File: src/rtl/des_pkg.sv
// Shared types and constants for the DES round sequencer.
// DES_SBOX_SERIAL_EN selects the serial S-box build where it matters.
package des_pkg;

  typedef enum logic [1:0] {
    IDLE = 2'd0,
    KEY  = 2'd1,
    F    = 2'd2,
    DONE = 2'd3
  } state_e;

  // Bit r set: key schedule rotates by 2 in round r, else by 1.
  localparam logic [15:0] SHIFT2_MASK = 16'h7EFC;

  localparam int SBOX_SLOTS = 8;

  function automatic logic [1:0] enc_shift(
    input logic [3:0] r
  );
    return SHIFT2_MASK[r] ? 2'd2 : 2'd1;
  endfunction

endpackage

File: src/rtl/des_shift_lut.sv
// Key-rotation amount per round for encrypt and decrypt.
// Decrypt walks the schedule backwards, one round late.
module des_shift_lut
  import des_pkg::*;
(
  input  logic [3:0] round_num,
  input  logic       decrypt,
  output logic [1:0] key_shift_amt
);

  logic [3:0] rev_idx;

  // 16 - r modulo 16; r = 0 is handled separately.
  assign rev_idx = 4'd0 - round_num;

  always_comb begin
    key_shift_amt = enc_shift(round_num);
    if (decrypt) begin
      if (round_num == 4'd0) begin
        key_shift_amt = 2'd0;
      end else begin
        key_shift_amt = enc_shift(rev_idx);
      end
    end
  end

endmodule

File: src/rtl/des_round_ctrl.sv
// Round sequencer for the iterative DES datapath.
// Define DES_SBOX_SERIAL_EN for the 8-cycle shared S-box round.
module des_round_ctrl
  import des_pkg::*;
#(
  parameter int ROUNDS     = 16,
  parameter int SBOX_COUNT = SBOX_SLOTS
) (
  input  logic       clk,
  input  logic       n_rst,
  input  logic       in_valid,
  output logic       in_ready,
  input  logic       decrypt,
  output logic       load_block,
  output logic       key_shift_en,
  output logic [1:0] key_shift_amt,
  output logic       key_shift_dir,
  output logic       round_en,
  output logic [3:0] round_num,
  output logic [2:0] sbox_sel,
  output logic       sbox_capture,
  output logic       out_valid,
  input  logic       out_ready,
  output logic       busy
);

  localparam logic [3:0] LAST_RND = 4'(ROUNDS - 1);

  state_e     state_q, state_d;
  logic [3:0] round_q, round_d;
  logic       dir_q, dir_d;
  logic       f_last;
  logic [1:0] lut_amt;

`ifdef DES_SBOX_SERIAL_EN
  localparam logic [2:0] LAST_SEL = 3'(SBOX_COUNT - 1);

  logic [2:0] sel_q, sel_d;

  assign f_last       = (sel_q == LAST_SEL);
  assign sbox_sel     = sel_q;
  assign sbox_capture = (state_q == F);

  always_comb begin
    sel_d = sel_q;
    if (state_q == F) begin
      sel_d = f_last ? 3'd0 : sel_q + 3'd1;
    end
  end

  always_ff @(posedge clk or negedge n_rst) begin
    if (!n_rst) begin
      sel_q <= 3'd0;
    end else begin
      sel_q <= sel_d;
    end
  end
`else
  assign f_last       = 1'b1;
  assign sbox_sel     = 3'd0;
  assign sbox_capture = 1'b0;
`endif

  always_comb begin
    state_d      = state_q;
    round_d      = round_q;
    dir_d        = dir_q;
    in_ready     = 1'b0;
    load_block   = 1'b0;
    key_shift_en = 1'b0;
    round_en     = 1'b0;
    out_valid    = 1'b0;
    unique case (state_q)
      IDLE: begin
        in_ready = 1'b1;
        if (in_valid) begin
          load_block = 1'b1;
          dir_d      = decrypt;
          round_d    = 4'd0;
          state_d    = KEY;
        end
      end
      KEY: begin
        key_shift_en = 1'b1;
        state_d      = F;
      end
      F: begin
        round_en = f_last;
        if (f_last) begin
          if (round_q == LAST_RND) begin
            state_d = DONE;
          end else begin
            round_d = round_q + 4'd1;
            state_d = KEY;
          end
        end
      end
      DONE: begin
        out_valid = 1'b1;
        if (out_ready) begin
          state_d = IDLE;
        end
      end
      default: begin
        state_d = IDLE;
      end
    endcase
  end

  always_ff @(posedge clk or negedge n_rst) begin
    if (!n_rst) begin
      state_q <= IDLE;
      round_q <= 4'd0;
      dir_q   <= 1'b0;
    end else begin
      state_q <= state_d;
      round_q <= round_d;
      dir_q   <= dir_d;
    end
  end

  des_shift_lut u_shift_lut (
    .round_num     (round_q),
    .decrypt       (dir_q),
    .key_shift_amt (lut_amt)
  );

  assign key_shift_amt = key_shift_en ? lut_amt : 2'd0;
  assign key_shift_dir = dir_q;
  assign round_num     = round_q;
  assign busy          = (state_q != IDLE);

endmodule

File: config.mk
export PLATFORM = sky130hd
export DESIGN_NAME = des_round_ctrl
export DESIGN_NICKNAME = d
export VERILOG_FILES = /design/src/rtl/des_pkg.sv /design/src/rtl/des_shift_lut.sv /design/src/rtl/des_round_ctrl.sv
export SDC_FILE = /design/constraint.sdc
export NUM_CORES = 1
export LEC_CHECK = 0
export ABC_AREA = 1
export BUFFER_PORTS_ARGS = -buffer_cell sky130_fd_sc_hd__buf_4
export CORE_AREA = 2 2 39 41
export CTS_BUF_LIST = sky130_fd_sc_hd__clkbuf_4
export CTS_CLUSTER_SIZE = 8
export DETAILED_ROUTE_END_ITERATION = 6
export DIE_AREA = 0 0 41 43
export GPL_ROUTABILITY_DRIVEN = 0
export PLACE_DENSITY = 0.67
export SYNTH_ARGS = -nofsm -noshare
export SYNTH_HDL_FRONTEND = slang
export SYNTH_SLANG_ARGS = --single-unit
File: constraint.sdc
create_clock -name clk -period 2.12 [get_ports clk]
set_clock_uncertainty 0.2 [all_clocks]
set_input_delay 0.318 -clock clk [delete_from_list [all_inputs] [get_ports clk]]
set_output_delay 0.318 -clock clk [all_outputs]
set_load 0.005 [all_outputs]
# ---- Yosys cells after proc, flatten, opt, wreduce, memory -nomap -nowiden
# Memories as Yosys holds them, arrays and structs flattened.
# Index checks and enable logic that the tools add are counted.
dict set report word_totals {
  n_memories 2
  reg_bits 7
  elab_cells 43
  romBits 32
  out_inout_bits 17
  inputBits 5
}
# memory depth width read_ports rd_ports_with_merged_regs write_ports line
set memory_table {}
lappend memory_table {{(name not given)} 16 1 1 0 0 des_pkg.sv:20} ;# return SHIFT2_MASK[r] ? 2'd2 : 2'd1;
lappend memory_table {{(name not given)} 16 1 1 0 0 des_pkg.sv:20}
dict set report op_classes {
  n_lt_le_gt_ge 2
  mux 20
  n_reduce_logical 7
  n_addsub 2
  n_eq_ne 7
}
# cell count
set ops {}
lappend ops {{2-to-1 mux 2 bit} 8}
lappend ops {{less-than comparator 4 x 5 -> 1 bit (second input constant)} 2}
lappend ops {{2-to-1 mux 1 bit} 8}
lappend ops {{2-to-1 mux 4 bit} 2}
lappend ops {{one-hot mux 2 bit (4 select lines)} 1}
lappend ops {{one-hot mux 4 bit (2 select lines)} 1}
lappend ops {{inequality test 2 bit (second input constant)} 3}
lappend ops {{adder 4 x 1 -> 4 bit (second input constant)} 1}
lappend ops {{equality test 2 bit (second input constant)} 2}
lappend ops {{equality test 4 bit (second input constant)} 1}
lappend ops {{zero test 4 bit} 1}
lappend ops {{AND reduction 2 bit} 2}
lappend ops {{nonzero test 2 bit} 2}
lappend ops {{subtractor 1 x 4 -> 4 bit (first input constant)} 1}
lappend ops {{AND reduction 3 bit} 1}
lappend ops {{equality test 2 x 1 -> 1 bit (second input constant)} 1}
lappend ops {{zero test 2 bit} 1}

# ---- Longest topological paths before layout
dict set report depth {
  word_depth 7
  depth_mapped 10
  mapped_depth_nobuf 10
}

# ---- Cells and area by module
# From an unflattened synthesis, not the netlist that was laid out.
dict set report unflattened {
  cells_unflattened 104
  area_unflattened_um2 661.9
}
# module seq_area_each_um2 cells_per_inst area_per_inst_um2 instances
set modules_own_cells {}
lappend modules_own_cells {des_round_ctrl 175.2 57 429.2 1}
lappend modules_own_cells {des_shift_lut 0.0 47 232.7 1}

# ---- Least setup slack after synthesis
# No wires, ideal clock.
dict set report synth_path {
  path_kind {flip-flop to output port}
  start {register round_q[0], in the netlist round_num[0]}
  end {output port key_shift_amt[1]}
  stages_incl_launch_ff 11
  t_arrival_ns 1.186
  path_slack_ns 0.416
  required_ns 1.602
  path_buffers 0
  path_cell_list {dfrtp_1 > inv_1 > ha_1 > inv_1 > nand2_1 > nand2_1 > nand2_1 > inv_1 > nand2_1 > nand3_1 > a21oi_1}
}
dict set report synth_between {
  elab_chain_len 7
  word_cells_on_any_way 11
  classes_between {1 x add/sub; 7 x mux; 1 x reduce/logical; 2 x memory}
}
# element line
set synth_rtl {}
lappend synth_rtl {{start, declared} des_round_ctrl.sv:30} ;# logic [3:0] round_q, round_d;
lappend synth_rtl {{start signal, assigned} des_round_ctrl.sv:117} ;# round_q <= round_d;
lappend synth_rtl {{subtractor 1 x 4 -> 4 bit} des_shift_lut.sv:14} ;# assign rev_idx = 4'd0 - round_num;
lappend synth_rtl {{memory (16 x 1 bit)} -}
lappend synth_rtl {{2-to-1 mux 1 bit (implied by the code)} des_pkg.sv:20}
lappend synth_rtl {{2-to-1 mux 2 bit} des_pkg.sv:20}
lappend synth_rtl {{2-to-1 mux 2 bit} des_shift_lut.sv:19} ;# if (round_num == 4'd0) begin
lappend synth_rtl {{2-to-1 mux 2 bit *} des_shift_lut.sv:18} ;# if (decrypt) begin
lappend synth_rtl {{2-to-1 mux 2 bit *} des_round_ctrl.sv:128} ;# assign key_shift_amt = key_shift_en ? lut_amt : 2'd0;
lappend synth_rtl {{end, declared} des_round_ctrl.sv:16} ;# output logic [1:0] key_shift_amt,
# Mark *: on every way between the ends. The rest lies on a longest branch, timed or not. The select of a mux whose other input is x is not followed.

# ---- Final worst setup path
dict set report layout_path {
  start {register round_q[1], in the netlist round_num[1]}
  end {output port key_shift_amt[1]}
}
# The elaborated chain is that of the path after synthesis.

==> flow_metrics.py <==
metrics = {
    "status": {
        "outcome": "completed",
    },
    "timing": {
        "layout_setup_ws_ps": 70.4,
        "setup_viol": 0,
        "period_minus_slack_ps": 2050,
        "final_hold_viol_count": 0,
        "whs_ps": 86.4,
        "maxSlewViolCount": 0,
        "post-route-period-util": 0.967,
        "finalSetupTns_ps": 0,
        "max_freq_mhz": 488,
        "rsz0062_at_grt": "yes",
    },
    "logic_synthesis": {
        "ys_types": 19,
        "synth_common_cells": "nand2_1 (18), inv_1 (14), nand3_1 (9)",
        "syn_inst": 76,
        "synth_xor_xnor_area_share": 0,
        "syn_area_um2": 512,
        "synth_enable_flop_cells": 0,
        "synth-compound-area-share": 0.115,
        "synth-simple-area-share": 0.318,
        "syn_avg_cell_area_um2": 6.73,
        "netlist_top_cells_area": "dfrtp_1 (34%), nand2_1 (13%), inv_1 (10%), nand3_1 (8.8%), buf_4 (5.9%)",
        "yosys.area_share.adder": 0.0489,
        "yosys.area.top_type_share": 0.342,
        "synth_area_leader_cell": "dfrtp_1",
        "async_flop_share": 1.00,
        "ys_seq_elements": 7,
        "ys.flop_type": "dfrtp_1",
        "synth_top_family_by_area": "simple AND/OR/NAND/NOR gates",
        "synth_seq_area_share": 0.342,
        "muxShareOfSynthArea": 0,
        "synthMostInstantiatedCell": "nand2_1",
        "ys_warn_count": 0,
    },
    "hold_path": {
        "hp-start": "decrypt",
        "hp-class": "input pin to flop",
    },
    "global_routing": {
        "grt_pass1_vias": 497,
        "gr-total-overflow": 0,
        "met3_usage": 0.0157,
        "grtUsageMet1": 0.170,
        "grt_pass1_wl_um": 1760,
        "globalRouteTotalUtil": 0.150,
        "grt_max_degree": 9,
        "grt.met2_usage": 0.238,
        "gr-max-usage-layer": "met2",
        "antenna_found_initial": 0,
    },
    "floorplanning": {
        "die_h_um": 43,
        "dieArea_mm2": 0.00176,
        "pin_count": 22,
        "start_util": 0.370,
        "core_area_mm2": 0.00138,
        "die_x_um": 41,
        "num_rows": 14,
    },
    "setup_path": {
        "cp.arrival_ps": 1530,
        "slowest_stage": "dfrtp_2",
        "cp.required_ps": 1600,
        "start_kind": "flop",
        "timing.rr.start": "round_num[1]",
        "critPathMostFrequentCell": "nand2_1",
        "max_stage_delay_ps": 430,
        "cp-end-kind": "output pin",
        "timing.critical_path.fanout_max": 4,
        "path_cells": "inv_2 > ha_4 > inv_2 > nand2_1 > nand2_1 > nand2_1 > inv_1 > nand2_1 > nand3_2 > a21oi_2 > buf_4",
        "path_class": "flop to output pin",
        "startpoint": "round_num[1]",
    },
    "power": {
        "p_per_area_mw_per_mm2": 1350,
        "ir_drop_mv": 0.504,
        "power.leakage_uw": 0.000413,
    },
    "detailed_routing": {
        "routed_via_density": 4.66,
        "antenna_left": 0,
        "drt_iter0_drc": 8,
        "drc": 0,
        "wire_per_inst_um": 10.1,
        "routed_wl_um": 1170,
        "dr_total_vias": 540,
        "firstDrtPassIters": 4,
    },
    "finish": {
        "nNetsFinal": 108,
        "syn2layout_area_growth_pct": 43.5,
        "antenna_cells": 0,
        "fillerInstances": 149,
        "drive_above_1_share": 0.380,
        "fin_area_um2": 734,
        "stdcell_count": 116,
    },
    "clock_network": {
        "clock-sinks": 7,
        "cts.htree.levels": 1,
        "path_clk_slew_ps": 50,
        "cts-root-buf": "clkbuf_4",
        "clkLatencyLatePin_ps": 240,
        "cts_buffers": 3,
        "cts_buffer_depth": 2,
        "cts_tree": "done",
    },
    "place": {
        "place_inst": 108,
        "placed_area_um2": 641,
        "dp_slack_ps": 249,
        "hpwl_um": 873,
        "place.port_buffers": 17,
    },
    "run": {
        "maxCapViolations": 0,
    },
}
## power breakdown
part | internal [uW] | switching (uW) | leakage [uW]
logic | 306 | 324 | 0.000307
clock network | 84.2 | 42.7 | 0.0000184
registers | 183 | 48.5 | 0.0000873
total | 573 | 416 | 0.000413
## state kept, by name, summed over array words and instances (netlist names)
name / count
round_num: 4
key_shift_dir: 1
state_q: 2
## critical path, delay by kind of cell, from the launching register on
family | cells | cell delay, ps
buf+inv | 4 | 270
flops | 1 | 430
fa+ha+maj | 1 | 150
compound gates | 1 | 130
simple gates | 5 | 310
## cell families after synthesis
family,count (synthesis)
compound gates,10
fa+ha+maj,2
buf+inv,19
flops,7
other cells,1
simple gates,37
## path summary, 6_finish.rpt
path                                          to  slack [ps]  depth (start not counted)
worst min-delay path               key_shift_dir          90                          3
worst max-delay path            key_shift_amt[1]          70                         11
max in group asynchronous           round_num[1]        1350                          2
worst max register to register      round_num[3]         470                          8
worst min register to register        state_q[0]         410                          2
min in group asynchronous             state_q[0]         240                          2
## final cells by class
class,count,area (um^2),area share
multi-input combinational,53,290,0.395
sequential,7,178,0.242
timing repair buffer,21,160,0.218
inverter,15,56.3,0.0767
clock buffer,4,30.0,0.0409
tap,16,20.0,0.0273
## stage by stage
step / util / power, uW
2_1_floorplan: - / 545
3_3_place_gp: 0.463 / 757
5_1_grt: 0.531 / 1090
3_5_place_dp: 0.463 / 761
4_1_cts: 0.499 / 910
6_report: 0.531 / 988
## what timing repair did
item                                   4_1_cts  5_1_grt
setup endpoints to repair                    2        2
hold buffers                                 1        0
gates resized for setup                      1       10
setup buffers                                1        2
gates cloned                                 0        0
pin swaps                                    0        4
endpoints found under the hold margin        7        0
## per-layer routing
layer  vias up  wire length, um
li1        279                -
met1       249              499
met2        10              627
met3         2               29
met4         0                9
met5         -                0
## layout by cell type, fill, tap and decap left out
master,n
buf_4,20
nand2_1,18
inv_1,11
nand3_1,7
nor2_1,5
dfrtp_1,5
inv_2,4
o21ai_0,4
conb_1,4
clkbuf_4,4
nand3_2,2
dfrtp_2,2
nor2_2,1
a31oi_1,1
a21oi_1,1
a21oi_2,1
nand2_2,1
o22ai_1,1
or2_2,1
o211ai_1,1
nor3_1,1
nor3_2,1
o32ai_1,1
ha_4,1
ha_1,1
dlygate4sd3_1,1
Power figures use the tool's default switching activity.
